<file path="config.mk">
export PLATFORM = sky130hd
export DESIGN_NAME = cpu_ctrl_fsm_flat
export DESIGN_NICKNAME = d
export VERILOG_FILES = /design/src/rtl/cpu_pkg.sv /design/src/rtl/cpu_ctrl_fsm_if.sv /design/src/rtl/cond_eval.sv /design/src/rtl/cpu_ctrl_fsm.sv /design/src/flat_wrapper.sv
export SDC_FILE = /design/constraint.sdc
export NUM_CORES = 1
export LEC_CHECK = 0
export BUFFER_PORTS_ARGS = -buffer_cell sky130_fd_sc_hd__buf_2
export CORE_UTILIZATION = 30
export DETAILED_ROUTE_END_ITERATION = 10
export SLEW_MARGIN = 30
export SYNTH_ARGS = -nofsm -noshare
export SYNTH_HDL_FRONTEND = slang
export SYNTH_SLANG_ARGS = --single-unit
</file>
<file path="constraint.sdc">
create_clock -name clk -period 1.6 [get_ports clk]
set_input_delay 0.32 -clock clk [delete_from_list [all_inputs] [get_ports clk]]
set_output_delay 0.32 -clock clk [all_outputs]
set_load 0.005 [all_outputs]
</file>
<file path="src/rtl/cpu_pkg.sv">
// Shared encodings for the CPU control FSM: states, opcode/ext fields,
// writeback and next-PC selects, branch condition codes.
package cpu_pkg;

  typedef enum logic [3:0] {
    FETCH   = 4'd0,
    DECODE  = 4'd1,
    EXEC    = 4'd2,
    STORE   = 4'd3,
    LOAD_RD = 4'd4,
    LOAD_WB = 4'd5,
    BRANCH  = 4'd6,
    JUMP    = 4'd7,
    JAL     = 4'd8
  } state_t;

  localparam logic [3:0] OP_ALU    = 4'b0000;
  localparam logic [3:0] OP_MEM    = 4'b0100;
  localparam logic [3:0] OP_BRANCH = 4'b1100;

  localparam logic [3:0] EXT_LOAD  = 4'b0000;
  localparam logic [3:0] EXT_STORE = 4'b0100;
  localparam logic [3:0] EXT_JAL   = 4'b1000;
  localparam logic [3:0] EXT_JUMP  = 4'b1100;

  localparam logic [1:0] WB_ALU  = 2'd0;
  localparam logic [1:0] WB_MEM  = 2'd1;
  localparam logic [1:0] WB_LINK = 2'd2;

  localparam logic [1:0] PC_INC  = 2'd0;
  localparam logic [1:0] PC_DISP = 2'd1;
  localparam logic [1:0] PC_REG  = 2'd2;

  // flag bus bit positions {N,Z,F,L,C}
  localparam int FLAG_N = 4;
  localparam int FLAG_Z = 3;
  localparam int FLAG_F = 2;
  localparam int FLAG_L = 1;
  localparam int FLAG_C = 0;

  typedef enum logic [3:0] {
    CC_EQ, CC_NE, CC_CS, CC_CC, CC_HI, CC_LS, CC_GT, CC_LE,
    CC_FS, CC_FC, CC_LO, CC_HS, CC_LT, CC_GE, CC_UC, CC_NV
  } cond_t;

  function automatic logic uses_imm(input logic [3:0] op);
    case (op)
      4'b0001, 4'b0010, 4'b0011, 4'b0101, 4'b0110,
      4'b0111, 4'b1001, 4'b1010, 4'b1011, 4'b1101: return 1'b1;
      default:                                      return 1'b0;
    endcase
  endfunction

  // Memory-class opcodes with an unknown ext fall back to a plain ALU cycle.
  function automatic state_t decode_op(input logic [3:0] op, input logic [3:0] ext);
    if (op == OP_BRANCH) return BRANCH;
    if (op != OP_MEM)    return EXEC;
    case (ext)
      EXT_STORE: return STORE;
      EXT_LOAD:  return LOAD_RD;
      EXT_JUMP:  return JUMP;
      EXT_JAL:   return JAL;
      default:   return EXEC;
    endcase
  endfunction

endpackage

</file>
<file path="src/rtl/cpu_ctrl_fsm_if.sv">
// Memory request/ready handshake between the control FSM and memory.
interface cpu_ctrl_fsm_if;
  logic mem_req;
  logic mem_we;
  logic addr_sel;
  logic mem_ready;

  modport master (output mem_req, mem_we, addr_sel, input mem_ready);
  modport slave  (input mem_req, mem_we, addr_sel, output mem_ready);
endinterface

</file>
<file path="src/rtl/cond_eval.sv">
// Branch/jump condition evaluation of a 4-bit condition code against ALU flags.
module cond_eval
  import cpu_pkg::*;
#(
  parameter int FLAG_W = 5
) (
  input  logic [3:0]        cond,
  input  logic [FLAG_W-1:0] flags,
  output logic              taken
);

  logic n, z, f, l, c;
  assign n = flags[FLAG_N];
  assign z = flags[FLAG_Z];
  assign f = flags[FLAG_F];
  assign l = flags[FLAG_L];
  assign c = flags[FLAG_C];

  always_comb begin
    taken = 1'b0;
    case (cond_t'(cond))
      CC_EQ: taken = z;
      CC_NE: taken = !z;
      CC_CS: taken = c;
      CC_CC: taken = !c;
      CC_HI: taken = l;
      CC_LS: taken = !l;
      CC_GT: taken = n;
      CC_LE: taken = !n;
      CC_FS: taken = f;
      CC_FC: taken = !f;
      CC_LO: taken = !l && !z;
      CC_HS: taken = l || z;
      CC_LT: taken = !n && !z;
      CC_GE: taken = n || z;
      CC_UC: taken = 1'b1;
      CC_NV: taken = 1'b0;
    endcase
  end

endmodule

</file>
<file path="src/rtl/cpu_ctrl_fsm.sv">
// Multi-cycle CPU control FSM: fetch, decode, ALU exec, load/store, branch,
// jump and jump-and-link, with registered Moore outputs.
module cpu_ctrl_fsm
  import cpu_pkg::*;
#(
  parameter int REG_COUNT = 16,
  parameter int FLAG_W    = 5
) (
  input  logic                 clk,
  input  logic                 rst,
  input  logic [15:0]          instruction,
  input  logic [FLAG_W-1:0]    flags,
  cpu_ctrl_fsm_if.master       mem,
  output logic                 ir_en,
  output logic                 pc_en,
  output logic [1:0]           pc_sel,
  output logic                 imm_sel,
  output logic [1:0]           wb_sel,
  output logic [REG_COUNT-1:0] reg_wen,
  output logic [3:0]           state_o
);

  state_t state, nxt;

  logic [3:0] opcode, rd, ext;
  assign opcode = instruction[15:12];
  assign rd     = instruction[11:8];
  assign ext    = instruction[7:4];

  logic unused_low;
  assign unused_low = ^instruction[3:0];

  logic taken;
  cond_eval #(.FLAG_W(FLAG_W)) u_cond (.cond(rd), .flags(flags), .taken(taken));

  // Destinations beyond REG_COUNT decode to no write at all.
  logic [REG_COUNT-1:0] wen_dec;
  always_comb begin
    wen_dec = '0;
    for (int i = 0; i < REG_COUNT; i++) wen_dec[i] = (rd == 4'(i));
  end

  logic                 mem_req_q, mem_we_q, addr_sel_q, pc_en_q, imm_sel_q;
  logic [1:0]           pc_sel_q, wb_sel_q;
  logic [REG_COUNT-1:0] reg_wen_q;

  // mem_ready only counts while a request is actually outstanding.
  logic mem_done;
  assign mem_done = mem_req_q & mem.mem_ready;

  always_comb begin
    nxt = FETCH;
    case (state)
      FETCH:   nxt = mem_done ? DECODE : FETCH;
      DECODE:  nxt = decode_op(opcode, ext);
      STORE:   nxt = mem_done ? FETCH : STORE;
      LOAD_RD: nxt = mem_done ? LOAD_WB : LOAD_RD;
      default: nxt = FETCH;
    endcase
  end

  // Outputs are registered from the next state, so they equal a Moore decode
  // of the state they accompany.
  always_ff @(posedge clk or negedge rst) begin
    if (!rst) begin
      state      <= FETCH;
      mem_req_q  <= 1'b0;
      mem_we_q   <= 1'b0;
      addr_sel_q <= 1'b0;
      pc_en_q    <= 1'b0;
      imm_sel_q  <= 1'b0;
      pc_sel_q   <= PC_INC;
      wb_sel_q   <= WB_ALU;
      reg_wen_q  <= '0;
    end else begin
      state      <= nxt;
      mem_req_q  <= 1'b0;
      mem_we_q   <= 1'b0;
      addr_sel_q <= 1'b0;
      pc_en_q    <= 1'b0;
      imm_sel_q  <= 1'b0;
      pc_sel_q   <= PC_INC;
      wb_sel_q   <= WB_ALU;
      reg_wen_q  <= '0;
      case (nxt)
        FETCH:   mem_req_q <= 1'b1;
        STORE: begin
          mem_req_q  <= 1'b1;
          mem_we_q   <= 1'b1;
          addr_sel_q <= 1'b1;
        end
        LOAD_RD: begin
          mem_req_q  <= 1'b1;
          addr_sel_q <= 1'b1;
        end
        EXEC: begin
          pc_en_q   <= 1'b1;
          imm_sel_q <= uses_imm(opcode);
          reg_wen_q <= wen_dec;
        end
        LOAD_WB: begin
          pc_en_q   <= 1'b1;
          wb_sel_q  <= WB_MEM;
          reg_wen_q <= wen_dec;
        end
        BRANCH: begin
          pc_en_q  <= 1'b1;
          pc_sel_q <= taken ? PC_DISP : PC_INC;
        end
        JUMP: begin
          pc_en_q  <= 1'b1;
          pc_sel_q <= taken ? PC_REG : PC_INC;
        end
        JAL: begin
          pc_en_q   <= 1'b1;
          pc_sel_q  <= PC_REG;
          wb_sel_q  <= WB_LINK;
          reg_wen_q <= wen_dec;
        end
        default: ;
      endcase
    end
  end

  assign mem.mem_req  = mem_req_q;
  assign mem.mem_we   = mem_we_q;
  assign mem.addr_sel = addr_sel_q;
  assign ir_en        = (state == FETCH) & mem_done;
  assign pc_en        = pc_en_q | ((state == STORE) & mem_done);
  assign pc_sel       = pc_sel_q;
  assign imm_sel      = imm_sel_q;
  assign wb_sel       = wb_sel_q;
  assign reg_wen      = reg_wen_q;
  assign state_o      = state;

endmodule

</file>
<file path="src/flat_wrapper.sv">
// flat-port wrapper written by rule: the top's interface ports become plain ports
module cpu_ctrl_fsm_flat import cpu_pkg::*;
#(
  parameter int REG_COUNT = 16,
  parameter int FLAG_W    = 5
)
  (clk, rst, instruction, flags, ir_en, pc_en, pc_sel, imm_sel, wb_sel, reg_wen, state_o, mem_mem_req, mem_mem_we, mem_addr_sel, mem_mem_ready);
  cpu_ctrl_fsm_if mem_i ();
  input  logic clk;
  input  logic rst;
  input  logic [15:0] instruction;
  input  logic [FLAG_W-1:0] flags;
  output logic ir_en;
  output logic pc_en;
  output logic [1:0] pc_sel;
  output logic imm_sel;
  output logic [1:0] wb_sel;
  output logic [REG_COUNT-1:0] reg_wen;
  output logic [3:0] state_o;
  output wire logic [$bits(mem_i.mem_req)-1:0] mem_mem_req;
  output wire logic [$bits(mem_i.mem_we)-1:0] mem_mem_we;
  output wire logic [$bits(mem_i.addr_sel)-1:0] mem_addr_sel;
  input wire logic [$bits(mem_i.mem_ready)-1:0] mem_mem_ready;
  assign mem_mem_req = mem_i.mem_req;
  assign mem_mem_we = mem_i.mem_we;
  assign mem_addr_sel = mem_i.addr_sel;
  assign mem_i.mem_ready = mem_mem_ready;
  cpu_ctrl_fsm #(.REG_COUNT(REG_COUNT), .FLAG_W(FLAG_W)) u_core (.clk(clk), .rst(rst), .instruction(instruction), .flags(flags), .mem(mem_i), .ir_en(ir_en), .pc_en(pc_en), .pc_sel(pc_sel), .imm_sel(imm_sel), .wb_sel(wb_sel), .reg_wen(reg_wen), .state_o(state_o));
endmodule
</file>
==> run metrics <==
EDFF count, synth=0; antenna violations before repair=0; GPL Wtd Cong=0.742; Final #Nets=between 200 and 250; slowest CP cell=dfrtp_1; dpl cells=~250; failing checks=design-rule violations, negative setup slack; Non-Filler Instances=between 200 and 300; Net Count, Synth=150; Peak VDD IR=0.000568 V; Yosys cell types=46; ant diodes=0; first-pass GRT wire length=about 6300 µm; Port Buffers=between 40 and 50; Num CTS Buffers=5; Cells after Synth=roughly 130; Die Y=about 70 µm; Clock Latency Late Sink=roughly 0.28 ns; Fmax=about 610 MHz; Chip Width=71.4 µm; DR pass1 iterations=7; H-Tree Level Count=2; DRC errors left=5; largest net degree at the start of global routing=30; post-route setup slack=-0.0419 ns; DR iter-0 viols=38; Hold Path Class=input pin to async pin; RSZ-0062 raised after global routing=yes; CP Launch Type=flop; Hold Buf Count CTS=0; worst path required time=between 1 and 1.5 ns; relative slew slack=57.3%; CTS tree=built; Worst Skew=0.00802 ns; total power=2.64 mW; layout cell share with drive strength beyond 1=between 60% and 70%; number of global-route vias before repair=1,375; Seq cells post-synth=29; total number of vias=between 1,000 and 1,500; CP max stage delay=between 0.4 and 0.5 ns; fin crit period=between 1.5 and 2 ns; ys flop type=dfrtp_1; Area growth syn-to-layout=65.2%; outcome=finished, violations left; Final Max Tran Viols=0; Routed Antenna Nets=0; row cnt=24; leakage=1.19 nW; Critical Path AT=between 1 and 1.5 ns; Bufs on Longest Clock Path=2; total global routing overflow=0; Final HPWL DP=about 2600 µm; GRT Total Usage=~16%; Initial Util=roughly a third; final period utilization=103%; DIE AREA=approximately 5000 µm²; ys async rst share=100%; Max Cap Violations=0; Ports=54; hold slack=approximately 0.067 ns; synth warn=0; endpoint class of the critical path=output pin; Tightest Pin Transition=about 0.64 ns; Pwr Density=1110 nW/µm²; Wirelength per Cell=~14 µm; Cell Chain, Critical Path=nor3b_4 > a41o_2 > buf_6; vias per inst=4.78; core area=approximately 4500 µm²; post-detailed-routing wire length=approximately 3800 µm; WS Path Type=flop to output pin; Cell Area, Synth=1440 µm²; post-synthesis sequential area ratio=50.3%; clock slew at reported path FFs=around 0.06 ns; Final Hold Viols=0; CP Max Fanout=3; clock root buffer=clkbuf_8; mean post-synth cell area=11.5 µm²; clock sink count=29; Final setup viols=16
==> logic make-up after synthesis <==
logic type,synth area share [%]
AO/OA/AOI/OAI,12.3
XOR/XNOR,0.607
buffers and inverters,3.99
flip-flops,50.3
multiplexers,2.34
AND/OR/NAND/NOR,30.5
==> sequential cells by signal, summed over array words and instances (netlist names) <==
signal	cells
u_core.reg_wen	16
u_core.state_o	4
u_core.pc_sel	2
u_core.wb_sel	2
u_core.imm_sel	1
u_core.mem.addr_sel	1
u_core.mem.mem_req	1
u_core.mem.mem_we	1
u_core.pc_en_q	1
==> synth_stat cells, types with 2 or more instances <==
| library cell | n | area (µm²) |
|---|---|---|
| o21ai_0 | 2 | 10.0 |
| nor2_1 | 8 | 30.0 |
| nor4_2 | 2 | 25.0 |
| clkbuf_1 | 2 | 7.51 |
| nor3_1 | 7 | 35.0 |
| inv_1 | 7 | 26.3 |
| nor3_2 | 8 | 80.1 |
| nor3b_1 | 2 | 15.0 |
| o21ai_1 | 2 | 10.0 |
| a2111oi_0 | 2 | 17.5 |
| nand2_1 | 7 | 26.3 |
| nand3_1 | 3 | 15.0 |
| nor2b_1 | 2 | 12.5 |
| o21ai_2 | 3 | 26.3 |
| nor4_1 | 2 | 12.5 |
| nand2b_1 | 9 | 56.3 |
| dfrtp_1 | 29 | 726 |
==> worst max-delay path, delay by kind of cell (launching register included) <==
family	cells	cell delay, ns
AOI/OAI and AO/OA	1	0.24
DFF	1	0.41
buffers and inverters	1	0.09
and+or+nand+nor	1	0.31
==> where the power goes <==
part | internal (mW) | switching, mW
combinational | 0.634 | 0.568
clock | 0.308 | 0.261
sequential | 0.815 | 0.0504
total | 1.76 | 0.880
==> metal layers <==
metal | wire, µm | track usage [%]
met1 | 1650 | 20.4
met2 | 1890 | 28.1
met3 | 207 | 4.78
met4 | 22 | 2.67
met5 | 0 | 0
==> path summary, 6_finish.rpt <==
kind / start / endpoint / slack (ns) / cells past startpoint
max reg2reg: u_core.state_o[1] / u_core.reg_wen[0] / -0.03 / 6
min in group clk: instruction[14] / u_core.imm_sel / 0.34 / 3
min reg2reg: u_core.mem.mem_req / u_core.wb_sel[0] / 0.74 / 3
min: rst / u_core.wb_sel[0] / 0.07 / 1
max in group asynchronous: rst / u_core.state_o[1] / 1.08 / 1
max: u_core.state_o[2] / pc_en / -0.04 / 3
==> cell type report <==
| cell class | count | area (µm²) |
|---|---|---|
| fill | 394 | 2090 |
| multi-input combinational | 86 | 846 |
| sequential | 29 | 727 |
| timing repair buffer | 93 | 641 |
| clock buffer | 8 | 80.1 |
| tap | 52 | 65.1 |
| inverter | 7 | 26.3 |
==> timing repair <==
action	CTS	global route
pin swaps	18	10
gates resized for setup	32	15
setup buffers	9	4
endpoints found under the setup margin	24	25
gates cloned	1	0
==> layout by cell type (no fill, tap or decap), types with 2 or more instances in the layout <==
cell type  Yosys  layout
nor3_2         8      11
a2111oi_0      2       2
inv_1          7       3
o21ai_4        0       3
nand2_1        7       5
buf_6          1      10
clkbuf_1       2       3
nor2_1         8       8
o21ai_2        3       2
nor2b_1        2       2
inv_2          0       4
nand2b_4       1       2
dfrtp_1       29      28
nand3_1        3       2
nor3_4         0       3
buf_12         0       2
nor4_2         2       2
buf_2          1      48
nand2_4        0       2
buf_4          1      33
nor4_4         0       2
clkbuf_8       0       5
nand2b_1       9       8
==> through the flow <==
step	instance area [µm²]	setup TNS, ns	utilization [%]	worst slack, ns
floorplan	1440	0	-	0.0111
global placement	1980	-1.32	44.3	-0.170
detailed placement	1980	-1.52	44.3	-0.176
CTS	2290	-0.853	51.3	-0.112
global route	2380	-2.04	53.3	-0.133
finish	2380	-0.306	53.3	-0.0419
Power figures use the tool's default switching activity.
